==> config.mk <==
export PLATFORM = sky130hd
export DESIGN_NAME = ctl_resp
export DESIGN_NICKNAME = d
export VERILOG_FILES = /design/src/rtl/ctl_resp.sv
export SDC_FILE = /design/constraint.sdc
export NUM_CORES = 1
export LEC_CHECK = 0
export BUFFER_PORTS_ARGS = -buffer_cell sky130_fd_sc_hd__clkbuf_2
export CORE_ASPECT_RATIO = 1.5
export CORE_UTILIZATION = 53
export CTS_CLUSTER_DIAMETER = 30
export DETAILED_ROUTE_END_ITERATION = 8
export HOLD_SLACK_MARGIN = 0.06
export PLACE_DENSITY = 0.88
export SYNTH_ARGS = -nofsm -noshare
export SYNTH_HDL_FRONTEND = slang
export SYNTH_SLANG_ARGS = --single-unit
==> constraint.sdc <==
create_clock -name clk -period 4.7 [get_ports clk]
set_clock_uncertainty 0.2 [all_clocks]
set_input_delay 0.94 -clock clk [delete_from_list [all_inputs] [get_ports clk]]
set_output_delay 0.94 -clock clk [all_outputs]
set_load 0.05 [all_outputs]
==> src/rtl/ctl_resp.sv <==
// Control-bus responder: decodes read commands from the CPU control channel and
// streams BEATS bytes from a req/ack byte memory back onto the bus data path.
module ctl_resp #(
  parameter logic [7:0] CTL_READ_ADDR = 8'h02,
  parameter int         ADDR_WIDTH    = 17,
  parameter int         BEATS         = 4,
  parameter int         TIMEOUT       = 16
) (
  input  logic                  clk,
  input  logic                  reset,
  input  logic [7:0]            ctl_op_in,
  input  logic [63:0]           ctl_data_in,
  input  logic [7:0]            mem_rdata_in,
  input  logic                  mem_ack_in,
  output logic                  mem_req_out,
  output logic [ADDR_WIDTH-1:0] mem_addr_out,
  output logic [7:0]            bus_data_out,
  output logic                  bus_valid_out,
  output logic                  bus_err_out,
  output logic                  busy_out,
  output logic                  ctl_drop_out
);

  localparam int IDX_W = 5;

  typedef enum logic {S_IDLE, S_FETCH} state_t;

  state_t                state_q, state_d;
  logic [ADDR_WIDTH-1:0] base_q, base_d;
  logic [ADDR_WIDTH-1:0] addr_q, addr_d;
  logic [IDX_W-1:0]      idx_q, idx_d;
  logic [7:0]            tmo_q, tmo_d;
  logic                  req_q, req_d;
  logic                  busy_q, busy_d;
  logic [7:0]            data_q, data_d;
  logic                  valid_q, valid_d;
  logic                  err_q, err_d;
  logic                  drop_q, drop_d;

  always_comb begin
    state_d = state_q;
    base_d  = base_q;
    addr_d  = addr_q;
    idx_d   = idx_q;
    tmo_d   = tmo_q;
    req_d   = req_q;
    busy_d  = busy_q;
    data_d  = data_q;
    valid_d = 1'b0;
    err_d   = 1'b0;
    drop_d  = 1'b0;
    case (state_q)
      S_IDLE: begin
        if (ctl_op_in == CTL_READ_ADDR) begin
          // Addresses beyond the memory range are rejected without touching memory.
          if (ctl_data_in[63:ADDR_WIDTH] == '0) begin
            state_d = S_FETCH;
            base_d  = ctl_data_in[ADDR_WIDTH-1:0];
            addr_d  = ctl_data_in[ADDR_WIDTH-1:0];
            idx_d   = '0;
            tmo_d   = '0;
            req_d   = 1'b1;
            busy_d  = 1'b1;
          end else begin
            err_d = 1'b1;
          end
        end else if (ctl_op_in != 8'h00) begin
          err_d = 1'b1;
        end
      end
      S_FETCH: begin
        drop_d = (ctl_op_in != 8'h00);
        // An ack takes priority over a timeout landing on the same edge.
        if (mem_ack_in) begin
          data_d  = mem_rdata_in;
          valid_d = 1'b1;
          idx_d   = idx_q + 5'd1;
          tmo_d   = '0;
          if (idx_q == IDX_W'(BEATS - 1)) begin
            req_d   = 1'b0;
            busy_d  = 1'b0;
            state_d = S_IDLE;
          end else begin
            addr_d = base_q + ADDR_WIDTH'(idx_q) + ADDR_WIDTH'(1);
          end
        end else begin
          tmo_d = tmo_q + 8'd1;
          if (tmo_q == 8'(TIMEOUT - 1)) begin
            req_d   = 1'b0;
            busy_d  = 1'b0;
            err_d   = 1'b1;
            state_d = S_IDLE;
          end
        end
      end
      default: state_d = S_IDLE;
    endcase
  end

  always_ff @(posedge clk) begin
    if (reset) begin
      state_q <= S_IDLE;
      base_q  <= '0;
      addr_q  <= '0;
      idx_q   <= '0;
      tmo_q   <= '0;
      req_q   <= 1'b0;
      busy_q  <= 1'b0;
      data_q  <= '0;
      valid_q <= 1'b0;
      err_q   <= 1'b0;
      drop_q  <= 1'b0;
    end else begin
      state_q <= state_d;
      base_q  <= base_d;
      addr_q  <= addr_d;
      idx_q   <= idx_d;
      tmo_q   <= tmo_d;
      req_q   <= req_d;
      busy_q  <= busy_d;
      data_q  <= data_d;
      valid_q <= valid_d;
      err_q   <= err_d;
      drop_q  <= drop_d;
    end
  end

  assign mem_req_out   = req_q;
  assign mem_addr_out  = addr_q;
  assign bus_data_out  = data_q;
  assign bus_valid_out = valid_q;
  assign bus_err_out   = err_q;
  assign busy_out      = busy_q;
  assign ctl_drop_out  = drop_q;

endmodule
==> impl_metrics.tcl, run 1 <==
set metrics [dict create \
    max_stage_delay_ps 570 \
    p_seq_share_pct 49.6 \
    p_comb_share_pct 5.8 \
    clock.fmax_mhz 327 \
    placed_area_sq_mm 0.00362 \
    synth-xor-area-share_pct 3.45 \
    holdWs_ps 262 \
    hold-path-cell-count 2 \
    drc 0 \
    cts-buffers-inserted 9 \
    ys_ff_latch 60 \
    hp-class "reg2reg" \
    irDropWorstVdd_uv 170 \
    synthMuxAreaShare_pct 8.33 \
    pre_cts_ws_ps 1300 \
    worst_pin_slew_ps 1060 \
    slew_violations 0 \
    cts_tree "done" \
    r2r_cells 6 \
    instances_no_fill 540 \
    path_clk_slew_ps 70 \
    postLayoutCellArea_sq_mm 0.00381 \
    num-nets-final 557 \
    max_slew_margin_pct 29.1 \
    ys_seq_area_share_pct 39.4 \
    final_cell_mix "112 x clkbuf_2, 60 x dfxtp_1, 51 x nor2_1" \
    clockPowerShare_pct 44.7 \
    place_congestion 0.872 \
    clkLatencyLatePin_ps 340 \
    p_leak_nw 1.75 \
    synth_top_family_by_area "simple AND/OR/NAND/NOR gates" \
    cts_setup_buffers 0 \
    grt_use_total_pct 27.4 \
    worstSetupEndpointType "flop" \
    dieHeight_microns 94.9 \
    hold_viol_final 0 \
    cpMaxStageDelayCell "a41oi_2" \
    crit_path_cell_trace "clkbuf_2 -> nor4_1 -> nand4_1 -> nor3_2 -> a41oi_2 -> buf_4 -> a211o_1 -> a21oi_2" \
    rsz0062_at_grt "false" \
    yosys.area_share.simple_pct 22.1 \
    synth.avg_cell_area_sq_um 8.49 \
    swShare_pct 22.8 \
    vias_per_cell 5.67 \
    ctsHoldBuffers 0 \
    wl_microns 8080 \
    cts_buffer_depth 2 \
    outcome "finished, final reports clean" \
    arrival_ps 3130 \
    synth_edf_count 0 \
    syn_nets 450 \
    synth-adder-area-share_pct 3.53 \
    min_to "bus_data_out[6]" \
    initial_utilization_pct 55.5 \
    grt_pass1_wl_microns 12700 \
    cts.sinks 60 \
    drv_cap 0 \
    critical_path_class "in2reg" \
    core_area_sq_mm 0.00549 \
    hp-start "bus_data_out[6]" \
    cp_max_fo 17 \
    die-width_microns 63.9 \
    r2r_setup_slack_ps 1760 \
    first_pass_iters 4 \
    post-dp-hpwl_microns 5920 \
    synth_cell_types 49 \
    synth_ff_type "dfxtp_1" \
    synth-async-reset-ratio_pct 0 \
    wire_per_inst_microns 15.0 \
    powerDensity_mw_per_mm2 269 \
    r2r_end "mem_addr_out[10]" \
    grt_pass1_vias 2986 \
    synth.cell_area_sq_mm 0.00305 \
    final.setup.tns_ps 0 \
    intPower_mw 0.793 \
    grt_max_degree 59 \
    fillCellCount 451 \
    rows 33 \
    finalCriticalPeriod_ps 3060 \
    drive_gt1_share_pct 31.1 \
    setup_viol 0 \
    final_common_cell "clkbuf_2" \
    antenna_cells 0 \
    io_buffer_count 112 \
    synth_cells 359 \
    dieArea_sq_mm 0.00607 \
    io_pins 113 \
    startpoint_type "input pin" \
    p_sw_mw 0.234 \
    htreeDepth 3 \
    dpl.cell_count 525 \
    clockRootBuffer "clkbuf_8" \
    antenna_found_initial 0 \
    setup_slack_ps 1640 \
    required_ps 4770 \
    fin_crit_sh_pct 65.1 \
    reg2reg_from "state_q" \
    vias 3062 \
    area_delta_synth_final_pct 25.0 \
    first_iter_violations 139 \
    grt_overflow 0 \
    fin_util_pct 69.4 \
    synth_compound_area_share_pct 18.3 \
    postCtsResizedCells 0 \
    yosys_warnings 0 \
    antenna_left 0 \
    finalPower_mw 1.03 \
]
-- worst max-delay path, delay by kind of cell --
family / cells / cell delay [ps]
compound gates: 3 / 960
buf+inv: 2 / 490
simple gates: 3 / 740
-- flip-flops by register name (all words and copies together) (netlist names) --
register,flops
busy_out,1
base_q,17
state_q,1
ctl_drop_out,1
tmo_q,8
idx_q,5
bus_err_out,1
bus_data_out,8
mem_addr_out,17
bus_valid_out,1
-- layer usage --
| layer | track usage, % | vias up | wire [microns] |
|---|---|---|---|
| li1 | - | 1489 | - |
| met3 | 5.68 | 31 | 381 |
| met1 | 26.1 | 1428 | 2970 |
| met5 | 0 | - | 0 |
| met4 | 19.9 | 0 | 393 |
| met2 | 51.1 | 114 | 4330 |
-- final cells by class --
| cell class | count | area [sq um] | share of cell area, % |
|---|---|---|---|
| clock buffer | 10 | 138 | 3.61 |
| timing repair buffer | 116 | 591 | 15.5 |
| sequential | 60 | 1200 | 31.5 |
| clock inverter | 5 | 52.6 | 1.38 |
| multi-input combinational | 267 | 1700 | 44.5 |
| inverter | 12 | 45.0 | 1.18 |
| tap | 70 | 87.6 | 2.30 |
-- worst max path at each step --
stage	endpoint	slack (ps)	cells after the start	start
finish	mem_addr_out[10]	1640	8	ctl_data_in[54]
global route	mem_addr_out[12]	1510	8	ctl_data_in[54]
CTS	mem_addr_out[10]	1630	8	ctl_data_in[54]
detailed placement	mem_addr_out[10]	1300	8	ctl_data_in[54]
global placement	mem_addr_out[14]	1430	8	ctl_data_in[41]
floorplan	mem_addr_out[10]	2170	7	ctl_data_in[46]
-- cell usage after synthesis (3+ instances only) --
library cell | instances | area (sq um)
nand2_1 | 47 | 176
mux2_2 | 3 | 33.8
a21oi_1 | 24 | 120
xor2_1 | 6 | 52.6
xnor2_1 | 6 | 52.6
a211o_1 | 10 | 87.6
a31o_1 | 3 | 26.3
a21oi_2 | 4 | 35.0
buf_6 | 3 | 33.8
o211a_1 | 4 | 40.0
ha_1 | 7 | 87.6
a311oi_1 | 3 | 26.3
inv_1 | 12 | 45.0
dfxtp_1 | 60 | 1200
nand3_1 | 11 | 55.1
mux2i_1 | 22 | 220
o21ai_0 | 5 | 25.0
a211oi_1 | 4 | 30.0
buf_2 | 3 | 15.0
nor2_1 | 51 | 191
nor4_1 | 13 | 81.3
nand4_1 | 6 | 37.5
clkbuf_1 | 13 | 48.8
and3_1 | 3 | 18.8
nor3_1 | 8 | 40.0
-- power by group through the flow --
stage	combinational, mW	sequential (mW)	clock, mW
final	0.0594	0.509	0.458
after global routing	0.0643	0.508	0.488
after CTS	0.0592	0.509	0.459
after detailed placement	0.0589	0.520	0
after global placement	0.0579	0.520	0
after floorplan	0.0160	0.522	0
-- logic make-up after synthesis --
logic type,after synthesis
AOI/OAI and AO/OA,74
adders and majority gates,8
muxes,25
xor gates and xnor gates,12
DFF,60
and+or+nand+nor,148
buffers and inverters,32
(Power assumes the default switching activity.)
==> inputs of run 2 (changes only) <==
Settings changed: CORE_UTILIZATION 53 to 45, PLACE_DENSITY 0.88 to 0.8.
Clock period 4.7 ns to 2.6 ns, I/O delays scaled along.
==> impl_metrics.tcl, run 2 (synthesized netlist as in run 1, its figures left out) <==
set metrics [dict create \
    outcome "finished, final reports clean" \
    hold-path-cell-count 3 \
    cts-buffers-inserted 9 \
    p_seq_share_pct 52.5 \
    vias_per_cell 5.40 \
    clkLatencyLatePin_ps 340 \
    die-width_microns 69.2 \
    max_slew_margin_pct 62.8 \
    antenna_left 0 \
    clockPowerShare_pct 41.5 \
    final.setup.tns_ps 0 \
    rsz0062_at_grt "false" \
    hp-start "mem_rdata_in[7]" \
    slew_violations 0 \
    cts.sinks 60 \
    p_sw_mw 0.388 \
    final_common_cell "clkbuf_2" \
    startpoint_type "flop" \
    grt_max_degree 30 \
    crit_path_cell_trace "inv_1 -> ha_1 -> inv_1 -> fa_1 -> a21oi_2 -> o211ai_2 -> nand4_1 -> xor2_1 -> a211o_1 -> a21oi_2" \
    min_to "bus_data_out[7]" \
    grt_pass1_wl_microns 12700 \
    clock.fmax_mhz 424 \
    r2r_end "mem_addr_out[12]" \
    initial_utilization_pct 46.7 \
    cts_setup_buffers 0 \
    final_cell_mix "112 x clkbuf_2, 60 x dfxtp_1, 51 x nor2_1" \
    finalCriticalPeriod_ps 2360 \
    intPower_mw 1.37 \
    path_clk_slew_ps 60 \
    cpMaxStageDelayCell "fa_1" \
    powerDensity_mw_per_mm2 457 \
    first_pass_iters 4 \
    grt_pass1_vias 2875 \
    drc 0 \
    first_iter_violations 143 \
    p_leak_nw 1.77 \
    dieHeight_microns 103 \
    drive_gt1_share_pct 31.3 \
    htreeDepth 3 \
    hold_viol_final 0 \
    hp-class "in2reg" \
    max_stage_delay_ps 410 \
    post-dp-hpwl_microns 5670 \
    place_congestion 0.856 \
    core_area_sq_mm 0.00653 \
    grt_overflow 0 \
    clockRootBuffer "clkbuf_8" \
    cts_tree "done" \
    worst_pin_slew_ps 557 \
    rows 36 \
    cp_max_fo 6 \
    wl_microns 7540 \
    irDropWorstVdd_uv 414 \
    setup_viol 0 \
    arrival_ps 2430 \
    num-nets-final 560 \
    antenna_found_initial 0 \
    antenna_cells 0 \
    wire_per_inst_microns 13.7 \
    reg2reg_from "idx_q[0]" \
    vias 2963 \
    swShare_pct 22.1 \
    area_delta_synth_final_pct 25.9 \
    p_comb_share_pct 6.1 \
    worstSetupEndpointType "flop" \
    cts_buffer_depth 2 \
    required_ps 2670 \
    io_buffer_count 112 \
    critical_path_class "reg2reg" \
    grt_use_total_pct 22.2 \
    drv_cap 0 \
    fin_crit_sh_pct 90.8 \
    r2r_setup_slack_ps 240 \
    io_pins 113 \
    dieArea_sq_mm 0.00712 \
    r2r_cells 10 \
    holdWs_ps 207 \
]
-- run 2: critical path: cells and delay by family, from the launching register on --
kind	cells	cell delay, ps
xor gates and xnor gates	1	80
adders and majority gates	2	570
AOI/OAI and AO/OA	4	820
and+or+nand+nor	1	160
buffers and inverters	2	130
DFF	1	330
-- run 2: what timing repair did --
| item | 4_1_cts | 5_1_grt |
|---|---|---|
| endpoints found under the setup margin | 0 | 1 |
| resized for setup | 0 | 1 |
| hold buffers | 0 | 0 |
-- run 2: final cells by class --
| type | instances | area (sq um) |
|---|---|---|
| fillers | 585 | 2690 |
| well taps | 76 | 95.1 |
| repair buffers | 119 | 626 |
| inverters | 12 | 45.0 |
| clock buffers | 13 | 159 |
| clock inverters | 2 | 10.0 |
| flip-flops and latches | 60 | 1200 |
| multi-input cells | 267 | 1700 |
-- run 2: worst max-delay path by stage --
| stage | start | end | slack, ps |
|---|---|---|---|
| global placement | ctl_data_in[46] | mem_addr_out[10] | 260 |
| finish | idx_q[0] | mem_addr_out[12] | 240 |
| CTS | idx_q[0] | mem_addr_out[12] | 180 |
| detailed placement | ctl_data_in[41] | mem_addr_out[12] | 160 |
| global route | idx_q[0] | mem_addr_out[6] | 80 |
| floorplan | idx_q[0] | mem_addr_out[6] | 400 |
-- run 2: routing by layer --
layer  up-vias  routed length (microns)  global-route usage (%)
met5         -                        0                       0
met2        78                     4160                    42.3
met3        14                      271                    5.18
met4         0                      148                    9.89
met1      1371                     2960                    23.1
li1       1500                        -                       -
-- run 2: power groups by stage --
stage	sequential, mW	clock, mW	combinational (mW)
3_3_place_gp	0.941	0	0.104
3_5_place_dp	0.941	0	0.107
5_1_grt	0.920	0.791	0.118
4_1_cts	0.920	0.746	0.108
2_1_floorplan	0.944	0	0.0289
6_report	0.920	0.727	0.107
-- run 2: through the flow --
stage / setup slack, ps / cells / util, % / power (mW) / instance area, sq um
floorplan: 395 / 359 / - / 0.973 / 3050
global placement: 257 / 534 / 56.1 / 1.05 / 3660
detailed placement: 156 / 534 / 56.1 / 1.05 / 3660
CTS: 178 / 549 / 58.7 / 1.77 / 3830
global route: 75.6 / 549 / 58.8 / 1.83 / 3840
finish: 239 / 549 / 58.8 / 1.75 / 3840
==> inputs of run 3 (changes only) <==
Settings changed: ABC_CLOCK_PERIOD_IN_PS set to 1950, RECOVER_POWER set to 100.
Clock period 2.6 ns to 1.95 ns, I/O delays scaled along.
==> impl_metrics.tcl, run 3 (synthesized netlist as in run 1, its figures left out) <==
set metrics [dict create \
    outcome "complete, but fails checks" \
    violations "setup timing" \
    finalCriticalPeriod_ps 2260 \
    r2r_end "mem_addr_out[13]" \
    r2r_cells 8 \
    die-width_microns 69.2 \
    io_buffer_count 112 \
    dieArea_sq_mm 0.00712 \
    slew_violations 0 \
    critPathLaunch "idx_q[1]" \
    irDropWorstVdd_uv 535 \
    core_area_sq_mm 0.00653 \
    area_delta_synth_final_pct 49.2 \
    cts_buffer_depth 2 \
    worst_pin_slew_ps 726 \
    worstSetupEndpointType "flop" \
    rsz0062_at_grt "true" \
    antenna_left 0 \
    max_slew_margin_pct 51.6 \
    reg2reg_from "idx_q[1]" \
    drc 0 \
    num-nets-final 600 \
    post-dp-hpwl_microns 6160 \
    r2r_setup_slack_ps -310 \
    antenna_cells 0 \
    grt_overflow 0 \
    instances_no_fill 588 \
    finalPower_mw 2.58 \
    wl_microns 9460 \
    grt_pass1_vias 3060 \
    cts-buffers-inserted 9 \
    final_cell_mix "82 x clkbuf_2, 51 x dfxtp_1, 50 x nor2_1" \
    grt_pass1_wl_microns 14000 \
    max_stage_delay_ps 460 \
    hold-path-cell-count 3 \
    hp-class "in2reg" \
    io_pins 113 \
    fillCellCount 480 \
    path_clk_slew_ps 60 \
    cts_tree "done" \
    multi_input_area_sq_mm 0.00195 \
    pre_cts_ws_ps -350 \
    setup_slack_ps -314 \
    cp-endpoint "mem_addr_out[13]" \
    first_pass_iters 5 \
    startpoint_type "flop" \
    dieHeight_microns 103 \
    first_iter_violations 229 \
    vias_per_cell 5.67 \
    cp_max_fo 7 \
    final.setup.tns_ps -5250 \
    seqCellArea_sq_mm 0.00121 \
    p_leak_nw 1.97 \
    fin_crit_sh_pct 116 \
    dpl.cell_count 555 \
    final_common_cell "clkbuf_2" \
    place_congestion 0.868 \
    crit_path_cell_trace "ha_4 -> nor2b_4 -> o31ai_4 -> buf_4 -> a211oi_2 -> xnor2_1 -> a211o_1 -> a21oi_1" \
    clock.fmax_mhz 442 \
    initial_utilization_pct 46.7 \
    powerDensity_mw_per_mm2 568 \
    critical_path_class "reg2reg" \
    wire_per_inst_microns 16.1 \
    clockRootBuffer "clkbuf_8" \
    grt_max_degree 30 \
    cts.sinks 60 \
    hold_viol_final 0 \
    grt_use_total_pct 25.0 \
    drv_cap 0 \
    drive_gt1_share_pct 38.3 \
    holdWs_ps 60.1 \
    arrival_ps 2340 \
    vias 3333 \
    setup_viol 44 \
    clkLatencyLatePin_ps 350 \
    cpMaxStageDelayCell "o31ai_4" \
    htreeDepth 3 \
    required_ps 2030 \
    antenna_found_initial 0 \
    rows 36 \
]
## run 3: cell count changes in the layout (fill, tap and decap cells not counted), sizes merged
cell and delta:
clkinv -2, buf +34, dlygate4sd3 +4, bufbuf +2, bufinv +1
## run 3: worst min path at each step
| stage | start | to | slack (ps) |
|---|---|---|---|
| 2_1_floorplan | tmo_q[7] | tmo_q[7] | 250 |
| 3_3_place_gp | mem_addr_out[16] | mem_addr_out[16] | 240 |
| 3_5_place_dp | bus_data_out[0] | bus_data_out[0] | 250 |
| 4_1_cts | mem_rdata_in[6] | bus_data_out[6] | 70 |
| 5_1_grt | mem_rdata_in[6] | bus_data_out[6] | 60 |
| 6_report | mem_rdata_in[6] | bus_data_out[6] | 60 |
## run 3: cell type report
| class | count | share of cell area [%] |
|---|---|---|
| inverters | 12 | 0.990 |
| clock buffers | 13 | 3.93 |
| repair buffers | 159 | 22.8 |
| well taps | 76 | 2.09 |
| clock inverters | 1 | 0.660 |
| flip-flops and latches | 60 | 26.7 |
| multi-input cells | 267 | 42.8 |
## run 3: worst max-delay path, delay by kind of cell (launching register included)
| family | cells | cell delay, ps |
|---|---|---|
| buffers and inverters | 1 | 200 |
| and+or+nand+nor | 1 | 130 |
| AOI/OAI and AO/OA | 4 | 920 |
| DFF | 1 | 380 |
| xor gates and xnor gates | 1 | 170 |
| adders and majority gates | 1 | 190 |
## run 3: what timing repair did
action / 4_1_cts / 5_1_grt
pin swaps: 23 / 20
gates cloned: 2 / 2
hold buffers: 0 / 4
setup buffers: 3 / 8
setup endpoints to repair: 19 / 47
resized for setup: 23 / 31
endpoints found under the hold margin: 0 / 4
## run 3: power breakdown
part           switching (mW)  total [mW]  internal [mW]
Sequential           0.000377        1.23           1.22
Clock                   0.473        1.19          0.716
Combinational          0.0788       0.171         0.0919
Total                   0.552        2.58           2.03
## run 3: per-layer routing
metal	vias to the layer above	GRT usage [%]	share of wire (%)	wire length, microns
li1	1582	-	-	-
met1	1591	24.9	36	3440
met2	135	47.3	56	5330
met3	25	7.14	4.9	462
met4	0	12.2	2.4	227
met5	-	0	0	0
## run 3: per-stage QoR
stage	util (%)	cell area [sq um]
3_5_place_dp	60.0	3920
4_1_cts	66.2	4320
2_1_floorplan	-	3110
5_1_grt	69.7	4550
6_report	69.7	4550
3_3_place_gp	60.0	3920
